===== src/rtl/johnson_pkg.sv =====
// Shared types and helpers for the Johnson-code sequence checker.
package johnson_pkg;

  typedef enum logic [1:0] {
    StUnlock,
    StLocked,
    StFault
  } state_e;

  // Width of a sequence index for an N-bit Johnson code (2N positions).
  function automatic int unsigned idx_width(int unsigned n);
    return $clog2(2 * n);
  endfunction

endpackage


===== src/rtl/johnson_code_decode.sv =====
// Combinational legality check and sequence-position decode of one Johnson code word.
module johnson_code_decode
  import johnson_pkg::*;
#(
  parameter int unsigned N = 4
) (
  input  logic [N-1:0]            code,
  output logic                    legal,
  output logic [idx_width(N)-1:0] index
);

  localparam int unsigned IdxW = idx_width(N);

  logic [N-2:0] edges;
  int unsigned  ones;

  always_comb begin
    // A legal word is a single run of ones and zeros: at most one adjacent-bit transition.
    edges = code[N-1:1] ^ code[N-2:0];
    legal = ((edges & (edges - (N-1)'(1))) == '0);

    ones = 0;
    for (int i = 0; i < N; i++) begin
      ones += 32'(code[i]);
    end
    index = code[N-1] ? IdxW'(2 * N - ones) : IdxW'(ones);
  end

endmodule


===== src/rtl/johnson_decoder.sv =====
// Johnson-counter sequence checker: decodes position, tracks lock and counts sequence errors.
// Optional registered one-hot position output when JOHNSON_DECODER_ONEHOT_EN is defined.
module johnson_decoder
  import johnson_pkg::*;
#(
  parameter int unsigned N     = 4,
  parameter int unsigned ERR_W = 8
) (
  input  logic                    clk,
  input  logic                    reset,
  input  logic [N-1:0]            code_in,
  input  logic                    code_valid,
  input  logic                    clr,
  output logic [idx_width(N)-1:0] index,
  output logic                    legal,
  output logic                    locked,
  output logic                    fault,
  output logic [ERR_W-1:0]        err_cnt
`ifdef JOHNSON_DECODER_ONEHOT_EN
  ,
  output logic [2*N-1:0]          onehot
`endif
);

  localparam int unsigned IdxW = idx_width(N);
  localparam int unsigned Len  = 2 * N;

  state_e            state_q, state_d;
  logic [IdxW-1:0]   idx_q, idx_d;
  logic              legal_q, legal_d;
  logic [ERR_W-1:0]  err_q, err_d;

  logic              dec_legal;
  logic [IdxW-1:0]   dec_index;
  logic [IdxW-1:0]   idx_next;
  logic              step_ok;

  johnson_code_decode #(
    .N(N)
  ) u_decode (
    .code  (code_in),
    .legal (dec_legal),
    .index (dec_index)
  );

  // A sample is in step if it repeats or advances the last legal position, wrapping at 2N.
  always_comb begin
    idx_next = (idx_q == IdxW'(Len - 1)) ? '0 : idx_q + IdxW'(1);
    step_ok  = dec_legal && ((dec_index == idx_q) || (dec_index == idx_next));
  end

  always_ff @(posedge clk or negedge reset) begin
    if (!reset) begin
      state_q <= StUnlock;
    end else begin
      state_q <= state_d;
    end
  end

  always_comb begin
    state_d = state_q;
    if (clr) begin
      state_d = StUnlock;
    end else if (code_valid) begin
      unique case (state_q)
        StUnlock: if (dec_legal) state_d = StLocked;
        StLocked: if (!step_ok) state_d = StFault;
        StFault:  state_d = StFault;
        default:  state_d = StUnlock;
      endcase
    end
  end

  always_comb begin
    idx_d   = idx_q;
    legal_d = legal_q;
    err_d   = err_q;
    if (clr) begin
      err_d = '0;
    end else if (code_valid) begin
      legal_d = dec_legal;
      if (dec_legal) begin
        idx_d = dec_index;
      end
      // Errors are only meaningful once a reference position exists.
      if ((state_q != StUnlock) && !step_ok && (err_q != '1)) begin
        err_d = err_q + ERR_W'(1);
      end
    end
  end

  always_ff @(posedge clk or negedge reset) begin
    if (!reset) begin
      idx_q   <= '0;
      legal_q <= 1'b0;
      err_q   <= '0;
    end else begin
      idx_q   <= idx_d;
      legal_q <= legal_d;
      err_q   <= err_d;
    end
  end

  always_comb begin
    index   = idx_q;
    legal   = legal_q;
    locked  = (state_q == StLocked);
    fault   = (state_q == StFault);
    err_cnt = err_q;
  end

`ifdef JOHNSON_DECODER_ONEHOT_EN
  logic [Len-1:0] onehot_q;

  always_ff @(posedge clk or negedge reset) begin
    if (!reset) begin
      onehot_q <= Len'(1);
    end else begin
      onehot_q <= Len'(1) << idx_d;
    end
  end

  assign onehot = onehot_q;
`else
  // Default build exposes only the binary position.
`endif

endmodule


===== config.mk =====
export PLATFORM = sky130hd
export DESIGN_NAME = johnson_decoder
export DESIGN_NICKNAME = d
export VERILOG_FILES = /design/src/rtl/johnson_pkg.sv /design/src/rtl/johnson_code_decode.sv /design/src/rtl/johnson_decoder.sv
export SDC_FILE = /design/constraint.sdc
export NUM_CORES = 1
export LEC_CHECK = 0
export BUFFER_PORTS_ARGS = -buffer_cell sky130_fd_sc_hd__buf_2
export CELL_PAD_IN_SITES_DETAIL_PLACEMENT = 0
export CELL_PAD_IN_SITES_GLOBAL_PLACEMENT = 1
export CORE_UTILIZATION = 44
export DETAILED_ROUTE_END_ITERATION = 7
export HOLD_SLACK_MARGIN = 0.06
export PLACE_DENSITY = 0.79
export SETUP_SLACK_MARGIN = 0.3
export SYNTH_ARGS = -nofsm -noshare
export SYNTH_HDL_FRONTEND = slang
export SYNTH_SLANG_ARGS = --single-unit

===== constraint.sdc =====
create_clock -name clk -period 3.76 [get_ports clk]
set_input_delay 0.752 -clock clk [delete_from_list [all_inputs] [get_ports clk]]
set_output_delay 0.752 -clock clk [all_outputs]
set_load 0.005 [all_outputs]

==> Yosys cells after proc, flatten, opt, wreduce, memory -nomap -nowiden <==
Cells that the tools add are included.
{ "totals": {"regBits": 14, "out_inout_bits": 14, "word_cells": 46} }
{ "classes": {"n_addsub": 7, "eq_ne": 8, "mux": 10, "n_bitwise": 3, "n_reduce_logical": 14} }
{ "op_table": {"columns": ["cell", "count"], "rows": [
  ["two-way mux 8 bit", 3],
  ["adder 8 x 1 -> 8 bit (second input constant)", 1],
  ["two-way mux 2 bit", 4],
  ["inequality test 8 bit (second input constant)", 1],
  ["adder 3 x 1 -> 3 bit", 2],
  ["equality test 3 bit", 2],
  ["two-way mux 3 bit", 2],
  ["inequality test 3 bit (second input constant)", 2],
  ["one-hot mux 2 bit (3 select lines)", 1],
  ["AND reduction 3 bit", 2],
  ["nonzero test 2 bit", 3],
  ["AND reduction 2 bit", 2],
  ["adder 3 x 1 -> 3 bit (second input constant)", 1],
  ["bitwise AND 3 bit", 1],
  ["equality test 3 bit (second input constant)", 1],
  ["logical AND 1 bit", 3],
  ["zero test 3 bit", 1],
  ["subtractor 1 x 3 -> 3 bit (first input constant)", 1],
  ["subtractor 3 x 1 -> 3 bit (second input constant)", 1],
  ["bitwise XOR 3 bit", 1],
  ["adder 1 x 1 -> 2 bit", 1],
  ["equality test 2 x 1 -> 1 bit (second input constant)", 1],
  ["equality test 2 bit (second input constant)", 1],
  ["zero test 2 bit", 1],
  ["3 further kinds", 3]
]} }

==> Depth between registers and ports, before layout <==
{ "depth": {"depth_word": 14, "depth_mapped": 12} }

==> Cells and area by module <==
Synthesis repeated with hierarchy kept, for this count alone.
{ "unflattened": {"hier_cells": 102, "area_unflattened_um2": 993.5} }
{ "by_module_without_submodules": {"columns": ["mod", "instances", "cells_each", "area_per_inst_um2", "seq_area_each_um2"], "rows": [
  ["johnson_decoder", 1, 82, 840.8, 350.3],
  ["johnson_code_decode", 1, 20, 152.6, 0.0]
]} }

==> Worst setup path after synthesis <==
Ideal clock, no wire load.
{ "synth_path": {"path_type": "input port to flip-flop", "startpoint": "input port code_in[0]", "endpoint": "register err_q[2] (netlist: err_cnt[2])", "setup_ns": 0.128, "arrival_time_ns": 3.186, "required_time_ns": 3.632, "slack_ns": 0.447, "path_stages": 12, "n_path_buf": 0, "path_cell_list": "ha_1 -> inv_1 -> fa_1 -> inv_1 -> ha_1 -> inv_1 -> ha_1 -> mux2i_4 -> xnor2_1 -> o32ai_4 -> a21oi_1 -> mux2_1"} }
{ "synth_via": {"elab_chain_len": 13, "elab_cells_between_ends": 18} }
{ "synth_rtl": {"columns": ["item", "line", "text"], "rows": [
  ["start: declaration", "johnson_decoder.sv:11", "input logic [N-1:0] code_in,"],
  ["adder 1 x 1 -> 2 bit", "johnson_code_decode.sv:24", "ones += 32'(code[i]);"],
  ["adder 3 x 1 -> 3 bit (2 in a row)", "johnson_code_decode.sv:24", null],
  ["subtractor 1 x 3 -> 3 bit", "johnson_code_decode.sv:26", "index = code[N-1] ? IdxW'(2 * N - ones) : IdxW'(ones);"],
  ["two-way mux 3 bit", "johnson_code_decode.sv:26", null],
  ["equality test 3 bit", "johnson_decoder.sv:49", "step_ok = dec_legal && ((dec_index == idx_q) || (dec_index == idx_next));"],
  ["logical OR 1 bit", "johnson_decoder.sv:49", null],
  ["logical AND 1 bit (*)", "johnson_decoder.sv:49", null],
  ["zero test 1 bit (*)", "johnson_decoder.sv:86", "if ((state_q != StUnlock) && !step_ok && (err_q != '1)) begin"],
  ["logical AND 1 bit (*) (2 in a row)", "johnson_decoder.sv:86", null],
  ["nonzero test 2 bit (no source line) (*)", null, null],
  ["AND reduction 2 bit (no source line) (*)", null, null],
  ["end signal: assignment", "johnson_decoder.sv:100", "err_q <= err_d;"],
  ["end: declaration", "johnson_decoder.sv:31", "logic [ERR_W-1:0] err_q, err_d;"]
]} }
Mark *: on every way between the ends. The rest lies on a longest branch, timed or not.
A chain may end at the register's enable or synchronous reset.

==> Worst setup path in the final report <==
{ "layout_path": {"startpoint": "input port code_in[1]", "endpoint": "register err_q[4] (netlist: err_cnt[4])"} }
Same word-level chain as after synthesis.

==> metrics.md <==
| Metric | Value |
|---|---|
| Hold Crit Class | in -> async |
| Status | finished, final reports clean |
| Vias in the first global route | 807 |
| Die Area | 2721 um2 |
| Die Ht | 52.17 um |
| Largest net degree at the start of global routing | 23 |
| Design Area, Final | 1257 um2 |
| Pleak | 0.6580 nW |
| # IOs | 22 |
| Worst r2r src | err_cnt[0]$_DFFE_PN0P_ |
| Sum Neg Setup Slack | 0 ns |
| Synth unique cells | 31 |
| Worst slew pin tran | 0.7960 ns |
| Final period utilization | 87.50% |
| Chip width | between 50 and 60 um |
| Post-CTS Setup Bufs | 0 |
| CORE AREA | 2297 um2 |
| Clock Path Buffers | 2 |
| Post-Syn Nets | 131 |
| Post-route ant nets | 0 |
| Resize count post-CTS | 0 |
| Clk sinks | 14 |
| Leading register cell type out of synthesis | dfrtp_1 |
| Critical path type | in -> reg |
| DP Wirelength | 1628 um |
| Share of the synthesized area in the top cell type | 31.64% |
| Post-synth EDFFs | 0 |
| Synth Instances | 113 |
| Final setup fails | 0 |
| Peak supply drop | 0.3257 mV |
| Post-Layout Cell Count | 162 |
| RSZ-0062 raised after global routing | no |
| Setup crit end kind | flop |
| Total number of vias | 845 |
| Routed WL | about 2000 um |
| Drt pass-1 iters | 3 |
| Top cells by count, synth | dfrtp_1 (14), inv_1 (10), ha_1 (9), nor2b_1 (9), nor2_1 (8) |
| Port buffer count | 21 |
| GRT Residual Overflow | 0 |
| Gr usage total | 17.59% |
| CTS buffer count | 3 |
| Initial Util | 48.20% |
| Synthesized flop and latch total | 14 |
| CTS Hold Bufs | 0 |
| First-pass GRT wire length | ~3500 um |
| Sequential area share after synthesis | 31.64% |
| Pwr dens | 445.4 nW/um2 |
| Final hold vios | 0 |
| Antenna Cells | 0 |
| # rows | 17 |
| CP Launch Type | input pin |
| Clock latency on the worst-skew pair | 0.27 ns |
| Initial antenna violation count | 0 |
| FMAX | 304.0 MHz |
| Fraction of registers with async set/reset | 100.0% |
| Pins over their slew limit | 0 |
| P&R area growth vs syn | 13.56% |
| Worst-path clk slew | 0.08 ns |
| Vias per inst | 5.216 |
| Worst EP arrival | 3.45 ns |
| Fillers | 237 |
| TritonCTS clock tree | built |
| Synthesized area | roughly 1100 um2 |
| DRC | 0 |
| Gpl congestion | 0.7539 |
| Post-DP Area | 1235 um2 |
| WL/cell | 12.43 um |
| Req. time, crit path | 3.92 ns |
| Worst-path maximum fanout | 8 |
| Yosys warns | 0 |
| DP Cell Count | roughly 160 |
| Average cell area after synthesis | 9.799 um2 |
| Worst setup path startpoint | code_in[1] |
| Clock Skew | 0.002022 ns |
| Synth area leaders | dfrtp_1 (32%), ha_1 (10%), mux2_1 (6.1%) |
| Top-count cell post-synth | dfrtp_1 |
| Root Buffer | clkbuf_4 |
| Finished Core Util | 54.74% |
| Nets | 154 |
| Max_slew headroom | 46.57% |
| Biggest area consumer among synthesized cells | dfrtp_1 |
| H-Tree Depth | 1 |
| Max Cap Violations | 0 |
| Final critical-path required period | 3.290 ns |
| Final hold slack | roughly 0.37 ns |
| Detailed Route Iter0 Violations | 9 |
| Layout cell share with drive strength beyond 1 | 22.39% |
[path summary, 6_finish.rpt]
check                           slack (ns)                      to  cells after the start
max in group asynchronous             3.15  err_cnt[1]$_DFFE_PN0P_                      1
min in group clk                      0.51       legal$_DFFE_PN0P_                      2
worst min-delay path                  0.37    index[0]$_DFFE_PN0P_                      1
worst max-delay path                  0.47  err_cnt[4]$_DFFE_PN0P_                     13
worst min register to register        0.51       legal$_DFFE_PN0P_                      2
worst max register to register        1.39  err_cnt[6]$_DFFE_PN0P_                      6
[cells in the final DEF (no fill, tap or decap), types with 2 or more instances in the layout]
master and count:
xor2_1 2, and3_1 4, buf_2 21, xnor2_1 6, nand4_1 3, inv_1 10, ha_1 9, clkbuf_4 3
mux2_1 6, nand2b_1 7, nor2b_1 9, nand2_1 6, mux2i_1 5, nor2_1 8, dfrtp_1 14, a21oi_1 6
[routing by layer]
metal | vias to the layer above | routed length, um | GRT usage (%)
met4 | 0 | 13 | 2.632
met2 | 19 | 994 | 31.62
met3 | 2 | 89 | 4.678
met1 | 397 | 917 | 21.20
met5 | - | 0 | 0
li1 | 427 | - | -
[worst max-delay path: stages]
cell and delay (ns):
buf_2 0.12, ha_1 0.32, inv_1 0.06, fa_1 0.36
inv_1 0.06, ha_1 0.17, inv_1 0.06, ha_1 0.18
or2b_1 0.25, xnor2_1 0.18, o32ai_4 0.45, a21oi_1 0.15
mux2_1 0.33
[cell type report]
| type | count | area (um2) | share of cell area (%) |
|---|---|---|---|
| clock buffers | 3 | 22.52 | 1.791 |
| multi-input cells | 86 | 706.9 | 56.22 |
| well taps | 28 | 35.03 | 2.786 |
| flip-flops and latches | 14 | 350.3 | 27.86 |
| inverters | 10 | 37.54 | 2.985 |
| repair buffers | 21 | 105.1 | 8.358 |
[state kept, by name, summed over array words and instances, names as in the netlist]
register  cells
state_q       2
legal         1
err_cnt       8
index         3
[metrics by stage]
step / setup WS (ns) / power, mW
finish: 0.4700 / 0.5601
global placement: 0.1834 / 0.4762
CTS: 0.3933 / 0.5720
global route: 0.3297 / 0.6093
detailed placement: 0.09464 / 0.4861
floorplan: 0.4467 / 0.4206
[logic make-up (layout without fill, tap and decap cells)]
family                   Yosys count  after routing  synth area share, %
AO/OA/AOI/OAI                     13             13                9.944
XOR/XNOR                           8              8                6.328
flip-flops                        14             14                31.64
AND/OR/NAND/NOR                   40             40                19.66
buffers and inverters             13             34                4.520
adder cells (fa/ha/maj)           11             11                12.88
multiplexers                      14             14                15.03
[power by group]
part | internal, mW | total (mW) | switching, mW
clock | 0.0370 | 0.0822 | 0.0452
combinational | 0.132 | 0.283 | 0.150
sequential | 0.171 | 0.195 | 0.0238
total | 0.341 | 0.560 | 0.219
No activity file was read; power rests on OpenSTA's default activity.
